[src/rtl/fifo_sched_pkg.sv]
// fifo_sched_pkg
// Shared types and constants for the skewed FIFO read scheduler.
//   sched_state_t : controller states IDLE / RUN / DRAIN / DONE
//   STALL_CNT_W   : width of the optional stall cycle counter
// Optional feature macro: FIFO_SCHED_STALL_CNT_EN (see fifo_skew_sched).
package fifo_sched_pkg;

  typedef enum logic [1:0] {
    IDLE  = 2'd0,
    RUN   = 2'd1,
    DRAIN = 2'd2,
    DONE  = 2'd3
  } sched_state_t;

  localparam int STALL_CNT_W = 16;

endpackage

[src/rtl/sched_row_window.sv]
// sched_row_window
// Decides whether one row lies inside its read window for the current
// wavefront step: row ROW_IDX reads while ROW_IDX <= t < ROW_IDX + len_q.
// Ports:
//   t      in  T_W    wavefront counter
//   len_q  in  LEN_W  latched words-per-row
//   active out 1      row is inside its window (not gated by FSM state)
module sched_row_window
  import fifo_sched_pkg::*;
#(
  parameter int T_W     = 11,
  parameter int LEN_W   = 8,
  parameter int ROW_IDX = 0
) (
  input  logic [T_W-1:0]   t,
  input  logic [LEN_W-1:0] len_q,
  output logic             active
);

  localparam logic [T_W-1:0] ROW_T = T_W'(ROW_IDX);

  logic [T_W-1:0] len_t;
  logic [T_W-1:0] end_t;

  // T_W has headroom over LEN_W, so the window end never wraps.
  assign len_t  = {{(T_W-LEN_W){1'b0}}, len_q};
  assign end_t  = ROW_T + len_t;
  assign active = (t >= ROW_T) && (t < end_t);

endmodule

[src/rtl/fifo_skew_sched.sv]
// fifo_skew_sched
// Read-side controller for ROWS per-row input FIFOs feeding a systolic
// array. On start it drains len words from every FIFO, row i starting i
// cycles after row 0, and freezes the whole wavefront whenever a due FIFO
// is empty so the diagonal alignment is kept.
// Ports:
//   clk        in  1      rising-edge clock
//   rst_n      in  1      asynchronous active-low reset
//   start      in  1      command strobe, sampled only in IDLE
//   len        in  LEN_W  words per row, latched with start
//   fifo_empty in  ROWS   per-row FIFO empty flags
//   fifo_rd_en out ROWS   per-row FIFO read enables
//   out_valid  out ROWS   fifo_rd_en delayed by one cycle
//   busy       out 1      high in RUN and DRAIN
//   done       out 1      one-cycle completion pulse
//   stall_cnt  out 16     stall cycle count (only with FIFO_SCHED_STALL_CNT_EN)
// Optional feature macro: FIFO_SCHED_STALL_CNT_EN.
module fifo_skew_sched
  import fifo_sched_pkg::*;
#(
  parameter int ROWS  = 4,
  parameter int LEN_W = 8
) (
  input  logic             clk,
  input  logic             rst_n,
  input  logic             start,
  input  logic [LEN_W-1:0] len,
  input  logic [ROWS-1:0]  fifo_empty,
  output logic [ROWS-1:0]  fifo_rd_en,
  output logic [ROWS-1:0]  out_valid,
  output logic             busy,
  output logic             done
`ifdef FIFO_SCHED_STALL_CNT_EN
  ,
  output logic [STALL_CNT_W-1:0] stall_cnt
`endif
);

  // Enough bits for len + ROWS - 1 with one spare.
  localparam int T_W = LEN_W + $clog2(ROWS) + 1;

  sched_state_t     state_reg, state_next;
  logic [T_W-1:0]   t_reg, t_next;
  logic [LEN_W-1:0] len_q_reg, len_q_next;
  logic [ROWS-1:0]  out_valid_reg;
  logic [ROWS-1:0]  window;
  logic [ROWS-1:0]  active;
  logic [T_W-1:0]   last_t;
  logic             stall;
  logic             last_issue;

  for (genvar gi = 0; gi < ROWS; gi++) begin : g_row
    sched_row_window #(
      .T_W    (T_W),
      .LEN_W  (LEN_W),
      .ROW_IDX(gi)
    ) u_window (
      .t     (t_reg),
      .len_q (len_q_reg),
      .active(window[gi])
    );
  end

  assign active     = (state_reg == RUN) ? window : '0;
  assign stall      = |(active & fifo_empty);
  assign fifo_rd_en = stall ? '0 : active;

  // Step at which the last row issues its last word.
  assign last_t     = {{(T_W-LEN_W){1'b0}}, len_q_reg} + T_W'(ROWS) - T_W'(2);
  assign last_issue = (state_reg == RUN) && !stall && (t_reg == last_t);

  always_ff @(posedge clk or negedge rst_n) begin
    if (!rst_n) begin
      state_reg     <= IDLE;
      t_reg         <= '0;
      len_q_reg     <= '0;
      out_valid_reg <= '0;
    end else begin
      state_reg     <= state_next;
      t_reg         <= t_next;
      len_q_reg     <= len_q_next;
      out_valid_reg <= fifo_rd_en;
    end
  end

  always_comb begin
    state_next = state_reg;
    t_next     = t_reg;
    len_q_next = len_q_reg;
    case (state_reg)
      IDLE: begin
        if (start) begin
          len_q_next = len;
          t_next     = '0;
          state_next = (len != '0) ? RUN : DONE;
        end
      end
      RUN: begin
        // A stalled cycle holds t so every row slips by the same amount.
        if (!stall) t_next = t_reg + T_W'(1);
        if (last_issue) state_next = DRAIN;
      end
      DRAIN:   state_next = DONE;
      DONE:    state_next = IDLE;
      default: state_next = IDLE;
    endcase
  end

  assign out_valid = out_valid_reg;
  assign busy      = (state_reg == RUN) || (state_reg == DRAIN);
  assign done      = (state_reg == DONE);

`ifdef FIFO_SCHED_STALL_CNT_EN
  logic [STALL_CNT_W-1:0] stall_cnt_reg;

  // Cleared by an accepted start, saturating, held after done.
  always_ff @(posedge clk or negedge rst_n) begin
    if (!rst_n) begin
      stall_cnt_reg <= '0;
    end else if ((state_reg == IDLE) && start) begin
      stall_cnt_reg <= '0;
    end else if (stall && (stall_cnt_reg != '1)) begin
      stall_cnt_reg <= stall_cnt_reg + STALL_CNT_W'(1);
    end
  end

  assign stall_cnt = stall_cnt_reg;
`else
  // No stall counter in this build.
`endif

endmodule
[config.mk]
export PLATFORM = sky130hd
export DESIGN_NAME = fifo_skew_sched
export DESIGN_NICKNAME = d
export VERILOG_FILES = /design/src/rtl/fifo_sched_pkg.sv /design/src/rtl/sched_row_window.sv /design/src/rtl/fifo_skew_sched.sv
export SDC_FILE = /design/constraint.sdc
export NUM_CORES = 1
export LEC_CHECK = 0
export ABC_AREA = 1
export CAP_MARGIN = 10
export CORE_UTILIZATION = 40
export DETAILED_ROUTE_END_ITERATION = 12
export PLACE_DENSITY_LB_ADDON = 0.25
export SLEW_MARGIN = 10
export SYNTH_ARGS = -nofsm -noshare
export SYNTH_HDL_FRONTEND = slang
export SYNTH_HIERARCHICAL = 1
export SYNTH_SLANG_ARGS = --single-unit
[constraint.sdc]
create_clock -name clk -period 4.97 [get_ports clk]
set_input_delay 0.7455 -clock clk [delete_from_list [all_inputs] [get_ports clk]]
set_output_delay 0.7455 -clock clk [all_outputs]
set_load 0.02 [all_outputs]
==> impl_metrics.csv, run 1 <==
group,metric,value,unit
sta,min_period,4.60,ns
logic_synthesis,ys_top_cells_by_count,"nand2_1, inv_1, nor2_1",
critical_path,cp_num_buf_inv,3,
drt,first_iter_violations,121,
logic_synthesis,synth_edf_count,0,
sta,slew_viol_final,0,
cts,postCtsHoldBufs,0,
min_path,hold_path_class,"register to register",
sta,fin_crit_sh,92.5,%
placed_design,dp_hpwl,5.50,mm
critical_path,crit_path_frequent_cell,"nand2_1",
pwr,p_leak,1.75,nW
finish,nets,527,
floorplanning,die_w,87.7,um
floorplanning,core,6940,sq um
drt,drtAntennaViolNets,0,
cts,cts_setup_buffers,0,
sta,clock_skew,0.0121,ns
run_status,status,"finished, final reports clean",
sta,tns,0,ns
pwr,vdd_ir_drop_max,0.000385,V
critical_path,max_stage_delay,0.65,ns
cts,clkTransAtPathRegs,0.10,ns
sta,fmax,218,MHz
drt,via_per_inst,4.97,
placed_design,portBuffers,24,
sta,worstMarginPinSlew,0.613,ns
logic_synthesis,syn_avg_cell_area,6.63,sq um
sta,hold_violations,0,
finish,fillerInstances,721,
cts,cts.sinks,25,
critical_path,cp_slowest_cell,"dfrtp_1",
global_routing,gr-total-overflow,0,
floorplanning,dieArea,7690,sq um
logic_synthesis,syn_inst,443,
finish,drive_gt1_share,5.96,%
finish,syn2layout_area_growth,13.5,%
global_routing,gr-usage-all-layers,21.2,%
logic_synthesis,yosys.area.top_type,"dfrtp_1",
drt,wl,7.35,mm
critical_path,cp_top_family,"simple AND/OR/NAND/NOR gates",
critical_path,critPathKind,"register to output pin",
sta,rsz0062_at_grt,"no",
sta,layout_setup_ws,0.373,ns
sta,slew-limit-headroom,59.2,%
logic_synthesis,netlist_area,2940,sq um
cts,insertion_delay,0.28,ns
critical_path,startpoint_type,"register",
finish,regArea,626,sq um
finish,largest_reg_flops,11,
logic_synthesis,ys_ff_latch,25,
logic_synthesis,ys.flop_type,"dfrtp_1",
logic_synthesis,yosys.area.top_type_share,21.3,%
finish,diodes,0,
critical_path,crit_path_max_fanout,15,
placed_design,pre_cts_slack,0.716,ns
pwr,power.density,471,nW/um^2
global_routing,grt_start_max_net_pins,26,
cts,root_buffer,"clkbuf_8",
critical_path,arrival,3.85,ns
floorplanning,initial_core_util,42.3,%
cts,cts_resized,0,
logic_synthesis,ys_async_sr_fraction,100,%
cts,numCtsBuffers,3,
logic_synthesis,synth_nets,499,
global_routing,antenna_found_initial,0,
logic_synthesis,seq_area_frac_synth,21.3,%
run,drv_cap,0,
floorplanning,io_pins,25,
critical_path,required,4.22,ns
drt,route.vias.total,2811,
global_routing,first_global_vias,2669,
floorplanning,die_y,87.7,um
logic_synthesis,synth.most_common_cell,"nand2_1",
logic_synthesis,synthTopCellsByArea,"dfrtp_1, ha_1, nand2_1",
drt,first_pass_iters,4,
logic_synthesis,yosysWarnings,6,
cts,cts_tree,"done",
logic_synthesis,synthDistinctLibCells,34,
finish,final_core_util,48.0,%
sta,setup_violations,0,
cts,ctsLongestPathBuffers,2,
floorplanning,rows,30,
finish,multi_input_area,2030,sq um
global_routing,grt_pass1_wl,12.6,mm
critical_path,end_kind,"output pin",
critical_path,crit_chain,"inv_1 > ha_1 > nand3b_2 > nor2_2 > nand2_1 > xor2_1 > ha_1 > nand2_1 > nor2_1 > nand2_1 > a21oi_1 > nor2_1 > nand2_1 > nand3_1 > nor2_4 > inv_1 > nor2_1 > clkdlybuf4s50_1",
cts,htreeDepth,1,
drt,drc_errors,0,
drt,routedWlPerCell,13.0,um
placed_design,finalWeightedCongestion,0.903,
## worst reg2reg max path, cell delays in order, from the launching register on
cell and delay, ns:
dfrtp_1 0.65, inv_1 0.10, ha_1 0.22, nand3b_2 0.24
nor2_2 0.13, nand2_1 0.07, xor2_1 0.17, ha_1 0.32
nand2_1 0.08, nor2_1 0.12, nand2_1 0.08, a21oi_1 0.13
nor2_1 0.09, nand2_1 0.06, nand3_1 0.13, nor2_4 0.14
a21oi_2 0.06, a21oi_4 0.34, nand2_1 0.19, o21ai_0 0.12
a21oi_1 0.06
## metal layers
metal  vias up  share of wire [%]  wire length [um]  global-route usage [%]
li1       1467                  -                 -                       -
met4         0                1.6               116                    5.81
met2        90                 45              3330                    35.7
met1      1244                 48              3510                    28.8
met5         -                  0                 0                       0
met3        10                5.3               393                    2.26
## path summary, 6_finish.rpt
kind,endpoint,cells after the start,slack (ns),start
worst min register to register,state_reg[1]$_DFFE_PN0P_,2,0.55,state_reg[1]$_DFFE_PN0P_
worst max register to register,t_reg[4]$_DFFE_PN0P_,20,1.38,len_q_reg[1]$_DFFE_PN0P_
min in group asynchronous,t_reg[8]$_DFFE_PN0P_,2,0.83,rst_n
worst min-delay path,state_reg[1]$_DFFE_PN0P_,2,0.55,state_reg[1]$_DFFE_PN0P_
max in group asynchronous,t_reg[2]$_DFFE_PN0P_,2,3.88,rst_n
worst max-delay path,fifo_rd_en[2],18,0.37,len_q_reg[1]$_DFFE_PN0P_
## cell usage in the layout, fill, tap and decap left out, drive strengths merged, types with 6 or more instances in the layout
cell type / Yosys / routed
nor3: 10 / 10
a21oi: 25 / 25
inv: 67 / 67
o21ai: 9 / 9
nand4: 6 / 6
xor2: 15 / 15
nand3: 33 / 33
nor2: 60 / 60
nand2: 125 / 125
ha: 41 / 41
clkdlybuf4s50: 0 / 24
dfrtp: 25 / 25
## area by class of cell
cell class / count / area share (%)
sequential: 25 / 18.8
multi-input combinational: 348 / 61.0
timing repair buffer: 26 / 7.65
inverter: 67 / 7.54
clock buffer: 3 / 1.24
clock inverter: 1 / 0.225
tap: 96 / 3.60
## where the power goes
group          total (mW)  internal [mW]  switching (mW)
Clock               0.125         0.0569          0.0679
Combinational        1.03          0.431           0.601
Sequential          0.415          0.252           0.163
Total                1.57          0.740           0.832
## per-stage QoR
step / power (mW) / hold slack (ns) / cells / area [sq um]
6_report: 1.57 / 0.554 / 566 / 3340
5_1_grt: 1.76 / 0.588 / 566 / 3340
4_1_cts: 1.58 / 0.557 / 566 / 3340
3_5_place_dp: 1.44 / 0.534 / 562 / 3290
3_3_place_gp: 1.42 / 0.524 / 562 / 3290
2_1_floorplan: 1.19 / 0.450 / 443 / 2940
## cells by family (layout without fill, tap and decap cells)
family,Yosys count,count (layout),synth area share (%)
mux,2,2,0.767
compound gates,40,40,7.96
flops,25,25,21.3
xor+xnor,20,20,5.96
buf+inv,70,97,9.45
simple gates,245,245,37.1
fa+ha+maj,41,41,17.5
No activity file was read; power rests on OpenSTA's default activity.
==> run 2: changes to the inputs <==
--- a/config.mk
+++ b/config.mk
@@ -7,6 +7,7 @@
 export LEC_CHECK = 0
 export ABC_AREA = 1
 export CAP_MARGIN = 10
+export CORE_ASPECT_RATIO = 1.5
 export CORE_UTILIZATION = 40
 export DETAILED_ROUTE_END_ITERATION = 12
 export PLACE_DENSITY_LB_ADDON = 0.25
==> run 2 against run 1 <==
Against the previous run:
- design area increased by 0.15%
- power increased by 0.84%
- die area about the same
- clock-buffer cell count increased by 1
- non-clock buffer count increased by 1
- register-to-register slack improved by 0.06 ns
- wire length increased by 4.5%
- clock power decreased by 4%
- sequential power increased by 1%
- utilization decreased by 0.25 points
- flip-flop and latch count unchanged
- global-route usage increased by 0.29 points
- critical endpoint unchanged
- highest routed layer unchanged
==> impl_metrics.csv, run 2 (synthesis results as in run 1) <==
group,metric,value,unit
run_status,status,"finished, final reports clean",
sta,tns,0,ns
cts,insertion_delay,0.26,ns
sta,worstMarginPinSlew,0.621,ns
pwr,internal_power,0.744,mW
finish,largest_reg_flops,11,
floorplanning,die_w,72.0,um
critical_path,required,4.22,ns
placed_design,finalWeightedCongestion,0.903,
global_routing,first_global_vias,2724,
pwr,p_switching,0.841,mW
cts,ctsLongestPathBuffers,2,
critical_path,end_kind,"output pin",
sta,clock_skew,0.00258,ns
critical_path,critPathKind,"register to output pin",
critical_path,crit_path_max_fanout,15,
cts,cts.sinks,25,
critical_path,cp.depth,18,
sta,fmax,225,MHz
finish,regArea,626,sq um
finish,mostFrequentLayoutCell,"nand2_1",
critical_path,cp_slowest_cell,"dfrtp_1",
critical_path,cp_top_family,"simple AND/OR/NAND/NOR gates",
critical_path,arrival,3.70,ns
pwr,pwr-share-seq,26.4,%
cts,cts_tree,"done",
sta,slew_viol_final,0,
cts,cts_resized,0,
sta,rsz0062_at_grt,"no",
finish,drive_gt1_share,5.94,%
cts,htreeDepth,1,
finish,final_cell_mix,"nand2_1, inv_1, nor2_1",
drt,wl,7.68,mm
sta,slew-limit-headroom,58.6,%
floorplanning,core,6990,sq um
floorplanning,initial_core_util,42.0,%
cts,clkTransAtPathRegs,0.08,ns
finish,multi_input_area,2030,sq um
cts,root_buffer,"clkbuf_8",
finish,final_core_util,47.8,%
global_routing,gr-total-overflow,0,
drt,routedWlPerCell,13.5,um
min_path,hold_path_class,"register to register",
floorplanning,die_y,107,um
pwr,power_frac_comb,66.0,%
finish,diodes,0,
drt,first_iter_violations,132,
placed_design,portBuffers,24,
critical_path,r2r_cells,21,
finish,fillerInstances,709,
drt,drtAntennaViolNets,0,
sta,hold_violations,0,
finish,syn2layout_area_growth,13.7,%
drt,route.vias.total,2838,
critical_path,cp_num_buf_inv,3,
cts,cts_setup_buffers,0,
pwr,p_sw_share,53.0,%
floorplanning,io_pins,25,
critical_path,crit_chain,"inv_1 > ha_1 > nand3b_2 > nor2_2 > nand2_1 > xor2_1 > ha_1 > nand2_1 > nor2_1 > nand2_1 > a21oi_1 > nor2_1 > nand2_1 > nand3_1 > nor2_4 > inv_1 > nor2_1 > clkdlybuf4s50_1",
cts,postCtsHoldBufs,0,
global_routing,grt_pass1_wl,12.8,mm
global_routing,antenna_found_initial,0,
global_routing,grt_start_max_net_pins,26,
min_path,min_path_cells,2,
run,drv_cap,0,
floorplanning,dieArea,7700,sq um
cts,numCtsBuffers,3,
finish,nets,528,
global_routing,gr-usage-all-layers,21.5,%
sta,min_period,4.45,ns
pwr,clkPwrFrac,7.5,%
critical_path,crit_path_frequent_cell,"nand2_1",
critical_path,max_stage_delay,0.66,ns
pwr,p_leak,1.76,nW
critical_path,startpoint_type,"register",
drt,drc_errors,0,
placed_design,dp_hpwl,5.95,mm
sta,setup_violations,0,
sta,fin_crit_sh,89.5,%
pwr,power.density,474,nW/um^2
drt,via_per_inst,5.00,
floorplanning,rows,37,
drt,first_pass_iters,4,
pwr,vdd_ir_drop_max,0.000304,V
run 2: cell type report:
class                      count  area share, %
multi-input combinational    348           60.9
sequential                    25           18.7
timing repair buffer          27           7.87
inverter                      67           7.53
tap                           97           3.63
clock buffer                   4           1.35
run 2: power groups by stage:
stage / logic [mW] / registers, mW / clock network [mW]
floorplan: 0.816 / 0.379 / 0
global placement: 1.02 / 0.420 / 0
detailed placement: 1.05 / 0.420 / 0
CTS: 1.05 / 0.416 / 0.125
global route: 1.20 / 0.431 / 0.135
finish: 1.05 / 0.419 / 0.120
run 2: layer usage:
metal / vias up / wire length (um) / track usage (%)
met1: 1284 / 3020 / 23.8
met3: 20 / 221 / 1.03
met4: 0 / 306 / 10.6
li1: 1472 / - / -
met5: - / 0 / 0
met2: 62 / 4140 / 40.6
run 2: worst min-delay path, cell delays in order, from the launching register on:
cell and delay (ns):
dfrtp_1 0.41, nand2_1 0.07, nand2_1 0.05
run 2: worst paths after layout:
check | slack (ns) | end | from
worst max-delay path | 0.52 | fifo_rd_en[2] | len_q_reg[1]$_DFFE_PN0P_
worst min-delay path | 0.56 | state_reg[1]$_DFFE_PN0P_ | state_reg[1]$_DFFE_PN0P_
worst max register to register | 1.44 | t_reg[6]$_DFFE_PN0P_ | len_q_reg[1]$_DFFE_PN0P_
worst min register to register | 0.56 | state_reg[1]$_DFFE_PN0P_ | state_reg[1]$_DFFE_PN0P_
max in group asynchronous | 3.88 | out_valid[2]$_DFF_PN0_ | rst_n
min in group asynchronous | 0.84 | t_reg[3]$_DFFE_PN0P_ | rst_n
run 2: stage by stage:
step	instance area [sq um]	power, mW	instances	setup WS (ns)	hold slack (ns)
after floorplan	2940	1.19	443	1.57	0.450
after global placement	3300	1.44	564	0.940	0.530
after detailed placement	3300	1.47	564	0.803	0.542
after CTS	3340	1.60	568	0.501	0.560
after global routing	3340	1.77	568	0.217	0.618
final	3340	1.59	568	0.523	0.558
